[config.mk]
export PLATFORM = sky130hd
export DESIGN_NAME = pwr_steer_fifo
export DESIGN_NICKNAME = d
export VERILOG_FILES = /design/src/rtl/pwr_steer_fifo.sv
export SDC_FILE = /design/constraint.sdc
export NUM_CORES = 1
export LEC_CHECK = 0
export ABC_AREA = 1
export CAP_MARGIN = 30
export CORE_MARGIN = 5
export CORE_UTILIZATION = 62
export CTS_BUF_LIST = sky130_fd_sc_hd__clkbuf_16
export CTS_CLUSTER_SIZE = 24
export DETAILED_ROUTE_END_ITERATION = 8
export PLACE_DENSITY = 0.84
export SLEW_MARGIN = 25
export SYNTH_ARGS = -nofsm -noshare
export SYNTH_HDL_FRONTEND = slang
export SYNTH_SLANG_ARGS = --single-unit
[constraint.sdc]
create_clock -name clk -period 10.8 [get_ports clk]
set_input_delay 1.62 -clock clk [delete_from_list [all_inputs] [get_ports clk]]
set_output_delay 1.62 -clock clk [all_outputs]
set_load 0.1 [all_outputs]
[src/rtl/pwr_steer_fifo.sv]
// pwr_steer_fifo: per-channel operand steering into a DEPTH-entry FIFO with a
// registered head word and a saturating output-toggle counter for power studies.
module pwr_steer_fifo #(
   parameter int unsigned CH    = 17,
   parameter int unsigned W     = 1,
   parameter int unsigned DEPTH = 4,
   parameter int unsigned CNT_W = 16
) (
   input  logic                clk,
   input  logic                rst_n,
   input  logic                in_valid,
   output logic                in_ready,
   input  logic                sel_hi,
   input  logic [1:0]          mode,
   input  logic [CH*W-1:0]     data_a,
   input  logic [CH*W-1:0]     data_b,
   output logic                out_valid,
   input  logic                out_ready,
   output logic [CH*W-1:0]     out_data,
   input  logic                clr_cnt,
   output logic [CNT_W-1:0]    toggle_cnt,
   output logic                full,
   output logic                empty
);

   localparam int unsigned DW  = CH * W;
   localparam int unsigned AW  = (DEPTH > 1) ? $clog2(DEPTH) : 1;
   localparam int unsigned OW  = AW + 1;
   localparam int unsigned PCW = $clog2(DW + 1);
   localparam int unsigned SW  = ((CNT_W > PCW) ? CNT_W : PCW) + 1;
   localparam logic [CNT_W-1:0] CNT_MAX = '1;

   localparam logic [1:0] MODE_ZERO   = 2'b00;
   localparam logic [1:0] MODE_SELECT = 2'b01;
   localparam logic [1:0] MODE_MERGE  = 2'b10;

   typedef enum logic [1:0] {
      S_EMPTY   = 2'b00,
      S_PARTIAL = 2'b01,
      S_FULL    = 2'b10
   } state_t;

   state_t              r_state;
   state_t              w_state_nxt;

   logic [DW-1:0]       r_mem [DEPTH];
   logic [AW-1:0]       r_wr_ptr;
   logic [AW-1:0]       r_rd_ptr;
   logic [AW-1:0]       w_rd_nxt;
   logic [OW-1:0]       r_occ;
   logic [OW-1:0]       w_occ_nxt;
   logic [OW-1:0]       w_occ_after_pop;

   logic                r_in_ready;
   logic                r_out_valid;
   logic                r_full;
   logic                r_empty;
   logic [DW-1:0]       r_out_data;
   logic [DW-1:0]       w_head_nxt;
   logic [DW-1:0]       r_last_word;
   logic [DW-1:0]       r_last_pop;
   logic [CNT_W-1:0]    r_cnt;

   logic                w_push;
   logic                w_pop;
   logic [DW-1:0]       w_word;
   logic [DW-1:0]       w_diff;
   logic [PCW-1:0]      w_pc;
   logic [CNT_W-1:0]    w_base;
   logic [SW-1:0]       w_sum;
   logic                w_sat;

   assign in_ready   = r_in_ready;
   assign out_valid  = r_out_valid;
   assign full       = r_full;
   assign empty      = r_empty;
   assign out_data   = r_out_data;
   assign toggle_cnt = r_cnt;

   assign w_push = in_valid & r_in_ready;
   assign w_pop  = r_out_valid & out_ready;

   // Steering function; all modes are bitwise so each channel slice is independent
   always_comb begin
      w_word = '0;
      case (mode)
         MODE_ZERO:   w_word = '0;
         MODE_SELECT: w_word = sel_hi ? data_b : data_a;
         MODE_MERGE:  w_word = data_a | data_b;
         default:     w_word = r_last_word;
      endcase
   end

   // Occupancy and read-pointer lookahead for the next cycle
   always_comb begin
      w_occ_nxt       = r_occ;
      w_occ_after_pop = r_occ - OW'(w_pop);
      w_rd_nxt        = w_pop ? (r_rd_ptr + AW'(1)) : r_rd_ptr;
      case ({w_push, w_pop})
         2'b10:   w_occ_nxt = r_occ + OW'(1);
         2'b01:   w_occ_nxt = r_occ - OW'(1);
         default: w_occ_nxt = r_occ;
      endcase
   end

   // Next head word: bypass the pushed word into an empty-after-pop FIFO, else hold when empty
   always_comb begin
      w_head_nxt = r_out_data;
      if (w_occ_nxt != '0) begin
         if (w_push && (w_occ_after_pop == '0)) begin
            w_head_nxt = w_word;
         end else begin
            w_head_nxt = r_mem[w_rd_nxt];
         end
      end
   end

   // Occupancy state next-state logic
   always_comb begin
      w_state_nxt = r_state;
      case (r_state)
         S_EMPTY: begin
            if (w_push) begin
               w_state_nxt = S_PARTIAL;
            end
         end
         S_PARTIAL: begin
            if (w_occ_nxt == OW'(DEPTH)) begin
               w_state_nxt = S_FULL;
            end else if (w_occ_nxt == '0) begin
               w_state_nxt = S_EMPTY;
            end
         end
         S_FULL: begin
            if (w_pop) begin
               w_state_nxt = S_PARTIAL;
            end
         end
         default: w_state_nxt = S_EMPTY;
      endcase
   end

   // State register plus registered handshake/flag outputs decoded from next state
   always_ff @(posedge clk or negedge rst_n) begin
      if (!rst_n) begin
         r_state     <= S_EMPTY;
         r_full      <= 1'b0;
         r_empty     <= 1'b1;
         r_in_ready  <= 1'b1;
         r_out_valid <= 1'b0;
      end else begin
         r_state     <= w_state_nxt;
         r_full      <= (w_state_nxt == S_FULL);
         r_empty     <= (w_state_nxt == S_EMPTY);
         r_in_ready  <= (w_state_nxt != S_FULL);
         r_out_valid <= (w_state_nxt != S_EMPTY);
      end
   end

   // Storage array; contents are don't-care outside the occupied window
   always_ff @(posedge clk) begin
      if (w_push) begin
         r_mem[r_wr_ptr] <= w_word;
      end
   end

   // Pointers, occupancy, head register and last pushed word
   always_ff @(posedge clk or negedge rst_n) begin
      if (!rst_n) begin
         r_wr_ptr    <= '0;
         r_rd_ptr    <= '0;
         r_occ       <= '0;
         r_out_data  <= '0;
         r_last_word <= '0;
      end else begin
         r_rd_ptr   <= w_rd_nxt;
         r_occ      <= w_occ_nxt;
         r_out_data <= w_head_nxt;
         if (w_push) begin
            r_wr_ptr    <= r_wr_ptr + AW'(1);
            r_last_word <= w_word;
         end
      end
   end

   // Popcount of bit flips between this pop and the previous one
   always_comb begin
      w_diff = r_out_data ^ r_last_pop;
      w_pc   = '0;
      for (int unsigned i = 0; i < DW; i++) begin
         w_pc = w_pc + PCW'(w_diff[i]);
      end
   end

   // Saturating accumulate; a clear coinciding with a pop restarts from zero
   always_comb begin
      w_base = clr_cnt ? '0 : r_cnt;
      w_sum  = SW'(w_base) + SW'(w_pc);
      w_sat  = (w_sum > SW'(CNT_MAX));
   end

   // Toggle counter and last popped word
   always_ff @(posedge clk or negedge rst_n) begin
      if (!rst_n) begin
         r_cnt      <= '0;
         r_last_pop <= '0;
      end else begin
         if (w_pop) begin
            r_cnt      <= w_sat ? CNT_MAX : CNT_W'(w_sum);
            r_last_pop <= r_out_data;
         end else if (clr_cnt) begin
            r_cnt <= '0;
         end
      end
   end

endmodule
### Word level (Yosys, flattened, before mapping)

Memories as Yosys holds them, arrays and structs flattened.
Index checks and enable logic that the tools add are counted.

| cells by class | value |
|---|---|
| eq/ne operators | 9 |
| bitwise operators | 4 |
| reduce and logical (&&, ||, !) cells | 8 |
| multiplexer cells | 15 |
| magnitude comparators | 1 |
| add/sub/neg operators | 22 |

Operators with widths:

| cell | number |
|---|---|
| $add 5x1->5 | 12 |
| $pmux 17 s3 | 1 |
| $mux 16 | 3 |
| $mux 17 | 2 |
| $add 16x5->17 | 1 |
| $gt 17x16->1 const B | 1 |
| $or 17x17->17 | 1 |
| $xor 17x17->17 | 1 |
| $mux 2 | 5 |
| $eq 2x2->1 const B | 4 |
| $eq 2x1->1 const B | 3 |
| $logic_not 2->1 | 3 |
| $logic_not 3->1 | 2 |
| $pmux 2 s3 | 1 |
| $pmux 3 s2 | 1 |
| $add 4x1->5 | 1 |
| $add 2x1->2 const B | 2 |
| $add 3x1->4 | 1 |
| $add 2x1->3 | 1 |
| $add 3x1->3 const B | 1 |
| $eq 3x3->1 const B | 1 |
| $reduce_bool 3->1 | 1 |
| $sub 3x1->3 | 1 |
| $sub 3x1->3 const B | 1 |
| 6 further kinds | 8 |

| storage, ports and cells | value |
|---|---|
| memories kept | 1 |
| register bits | 80 |
| output and inout port bits | 37 |
| RAM bits | 68 |

Memories:

| name | depth | bits a word | read ports | clocked after memory_dff | write ports | line | source |
|---|---|---|---|---|---|---|---|
| r_mem | 4 | 17 | 1 | 0 | 1 | 46 | `logic [DW-1:0] r_mem [DEPTH];` |

### Depth between registers and ports, before layout

| logic depth | value |
|---|---|
| depth after elaboration | 21 |
| depth in mapped cells | 20 |

### Worst setup path after synthesis

No wires, ideal clock.

| timing | value |
|---|---|
| path type | reg-to-reg |
| from | reg r_out_data[0], in the netlist out_data[0] |
| to | reg r_cnt[13], in the netlist toggle_cnt[13] |
| path buffers | 0 |
| data required time | 10.727 ns |
| setup slack | 5.473 ns |
| arrival | 5.254 ns |
| cell stages (with the launch flop) | 19 |
| clock period less this slack | 5.327 ns |
| path through | dfrtp_1 > xor2_1 > fa_1 > fa_1 > fa_1 > inv_1 > fa_1 > inv_1 > fa_1 > ha_1 > inv_1 > fa_1 > inv_1 > nand3_1 > nand2_1 > nand2_1 > o21ai_0 > nand4_1 > nand3_1 |

| on the way | value |
|---|---|
| cells in the longest elaborated chain, start to end | 21 |

RTL lines:

| what | line | source |
|---|---|---|
| start, declared | 58 | `logic [DW-1:0] r_out_data;` |
| start signal, assigned | 178 | `r_out_data <= w_head_nxt;` |
| $xor 17x17->17 * | 188 | `w_diff = r_out_data ^ r_last_pop;` |
| $add 1x1->2 * | 191 | `w_pc = w_pc + PCW'(w_diff[i]);` |
| $add 2x1->3 * | 191 |  |
| $add 3x1->4 * | 191 |  |
| $add 4x1->5 * | 191 |  |
| $add 5x1->5 * (12 in series) | 191 |  |
| $add 16x5->17 * | 198 | `w_sum = SW'(w_base) + SW'(w_pc);` |
| $gt 17x16->1 | 199 | `w_sat = (w_sum > SW'(CNT_MAX));` |
| $mux 16 * | 209 | `r_cnt <= w_sat ? CNT_MAX : CNT_W'(w_sum);` |
| $mux 16 * | 208 | `if (w_pop) begin` |
| end signal, assigned | 209 |  |
| end, declared | 62 | `logic [CNT_W-1:0] r_cnt;` |

Mark *: on every way between the ends. The rest lies on a longest branch, timed or not.
A chain may end at the register's enable or synchronous reset.

### Worst setup path after layout

| timing | value |
|---|---|
| from | in clr_cnt |
| to | reg r_cnt[9], in the netlist toggle_cnt[9] |

| on the way | value |
|---|---|
| cells in the longest elaborated chain, start to end | 5 |

RTL lines:

| what | line | source |
|---|---|---|
| start, declared | 20 | `input logic clr_cnt,` |
| $mux 16 * | -- |  |
| $add 16x5->17 | 198 |  |
| $gt 17x16->1 | 199 |  |
| $mux 16 | 209 |  |
| $mux 16 * | 208 |  |

Marks and branches as above.

==> results.yml <==
run_status:
  status: "completed"
worst_setup_path:
  cp_slowest_cell: "clkdlybuf4s50_1"
  crit_family: "adder cells"
  worstPathRequired_ps: 11140
  crit_path_cell_trace: "clkdlybuf4s50_1, nor2_1, ha_1, fa_1, fa_1, ha_1, inv_1, fa_1, inv_1, nand3_1, nand2_1, nand3_1, nand2_1, nand3_1, nand3_1"
  cp_num_buf_inv: 3
  arrival_ps: 5670
  max_stage_delay_ps: 720
  crit_top_cell: "nand3_1"
  critical_path_class: "primary input to flop"
  cp-end-kind: "flop"
  cp-start-kind: "primary input"
  cp_max_fo: 12
clock_tree:
  clock-sinks: 148
  cts_tree: "done"
  cts_hold_buf: 0
  cts_buffers: 17
  max-clock-path-buffers: 2
  postCtsSetupBuffers: 0
  ctsResizeCount: 0
  clk_latency_ps: 420
  cts-root-buf: "clkbuf_16"
  htreeDepth: 4
  clk_pin_slew_worst_paths_ps: 60
drt:
  drt_pre_antenna_iters: 5
  wl_um: 17230
  vias_per_cell: 5.390
  drtAntennaViolNets: 0
  vias: 6328
  first_iter_violations: 626
  drc: 0
  route.detailed.wl_per_inst_um: 14.68
grt:
  grt_pass1_wl_um: 28030
  antenna_found_initial: 0
  grt_pass1_vias: 5823
  grt-ovfl-total: 0
  grt_max_degree: 50
  grtUsageTotal: 0.2395
timing:
  setup_viol: 0
  max_freq_ghz: 0.1876
  period_share: 0.4936
  fin_skew_ps: 10.06
  rsz0062_at_grt: "false"
  report.final.slew_viol_count: 0
  finalHoldViolations: 0
  fin_setup_tns_ps: 0
  fin_crit_ps: 5331
  worst_slew_pin_slew_ps: 996.4
  worst_slack_ps: 5469
  slew_headroom: 0.3337
logic_synthesis:
  yosysTopAreaCell: "edfxtp_1"
  synthXorXnorAreaFrac: 0.02438
  synthFlopType: "dfrtp_1"
  synth.net_count: 996
  syn_avg_cell_area_um2: 8.582
  netlist_area_mm2: 0.007904
  synth-simple-area-share: 0.2610
  ys_seq_area_frac: 0.5120
  synth_cell_types: 32
  yosys-top-cells-area: "edfxtp_1, dfrtp_1, nand2_1"
  synth_enable_flop_cells: 68
  synth_top_family_by_area: "simple AND/OR/NAND/NOR gates"
  async_reset_ff_frac: 0.5405
  synthCells: 921
  synth_adder_area_share: 0.06459
  synth-seq-cells: 148
  synth.area.mux_share: 0
  netlist.area_leader.share: 0.2584
  synth_compound_area_frac: 0.06174
  synth_most_common_cell: "nand2_1"
  yosysWarnings: 0
  synthTopCellsByCount: "nand2_1, inv_1, nor2_1"
floorplanning:
  fp.dieH_um: 122.9
  design.core.area_mm2: 0.01257
  num_rows: 41
  die_x_um: 122.9
  num_io_pins: 79
  die_area_mm2: 0.01511
  start_util: 0.6289
cells_and_area:
  syn_to_final_growth_pct: 18.27
  final_layout_size_suffix_gt1_frac: 0.06587
  nNetsFinal: 1064
  finalNonFillerCells: 1174
  antenna_cells: 0
placement:
  dp.final_hpwl_um: 11390
  portBuffers: 78
  place.gp.congestion: 0.8719
  dp_slack_ps: 5025
  dpl.cell_count: 1139
flow_run:
  cap_violations: 0
hold_path:
  min_path_type: "flop to flop"
-- worst reg2reg max path: stages (launching register included) --
cell     delay [ps]
dfrtp_1         430
xor2_1          230
fa_1            480
fa_1            520
fa_1            540
inv_1            50
fa_1            530
inv_1            70
fa_1            560
ha_1            230
inv_1            70
fa_1            350
inv_1            90
nand3_1          70
nand2_1         150
nand3_1          90
nand2_1          90
nand3_1         360
nand3_1         240
-- per-stage QoR --
| stage | area (µm²) | util | hold WS [ps] |
|---|---|---|---|
| 6_report | 9348 | 0.7438 | 489.2 |
| 2_1_floorplan | 7904 | - | 449.4 |
| 4_1_cts | 9306 | 0.7405 | 489.6 |
| 3_5_place_dp | 8738 | 0.6953 | 465.5 |
| 5_1_grt | 9348 | 0.7438 | 523.4 |
| 3_3_place_gp | 8718 | 0.6937 | 466.9 |
-- placed cells by master (no fill, tap or decap), types with 15 or more instances in the layout --
master / n
o21ai_0: 23
nor2_1: 82
clkbuf_16: 17
nand3_1: 81
dfrtp_1: 78
ha_1: 20
clkdlybuf4s50_1: 76
edfxtp_1: 68
inv_1: 102
nand2_1: 314
a21oi_1: 15
-- final timing paths --
check | cells past startpoint | startpoint | slack (ps) | to
min | 2 | r_last_word[2] | 490 | r_last_word[2]
min reg2reg | 2 | r_last_word[2] | 490 | r_last_word[2]
min in group asynchronous | 1 | rst_n | 1170 | toggle_cnt[10]
max | 15 | clr_cnt | 5470 | toggle_cnt[9]
max reg2reg | 18 | out_data[1] | 5580 | toggle_cnt[9]
max in group asynchronous | 2 | rst_n | 8980 | in_ready
-- cell families (layout without fill, tap and decap cells) --
logic type	after synthesis	count (layout)
adder cells (fa/ha/maj)	33	33
flip-flops	148	148
buffers and inverters	142	223
AO/OA/AOI/OAI	73	73
XOR/XNOR	22	22
AND/OR/NAND/NOR	503	503
-- area by class of cell --
class	instances	area (µm²)
Clock inverter	15	142.6
Clock buffer	17	425.4
Inverter	107	401.6
Tap cell	172	215.2
Timing Repair Buffer	84	854.6
Fill cell	842	3221
Multi-Input combinational cell	631	3262
Sequential cell	148	4046
-- flip-flops by register name, indices dropped and copies added, names as in the netlist --
signal       flops
r_last_pop      17
empty            1
out_valid        1
r_state          2
r_last_word     17
full             1
r_mem           68
r_wr_ptr         2
r_rd_ptr         2
out_data        17
r_occ            3
toggle_cnt      16
in_ready         1
-- metal layers --
layer | part of all wire | wire length, µm | global-route usage | vias up
li1 | - | - | - | 3101
met1 | 0.44 | 7556 | 0.3237 | 2960
met2 | 0.49 | 8380 | 0.3949 | 235
met3 | 0.059 | 1014 | 0.04163 | 32
met4 | 0.016 | 279 | 0.08188 | 0
met5 | 0 | 0 | 0 | -
Power is not shown: default switching activity piles up to over one toggle a cycle in this logic, so the estimate is an artifact.
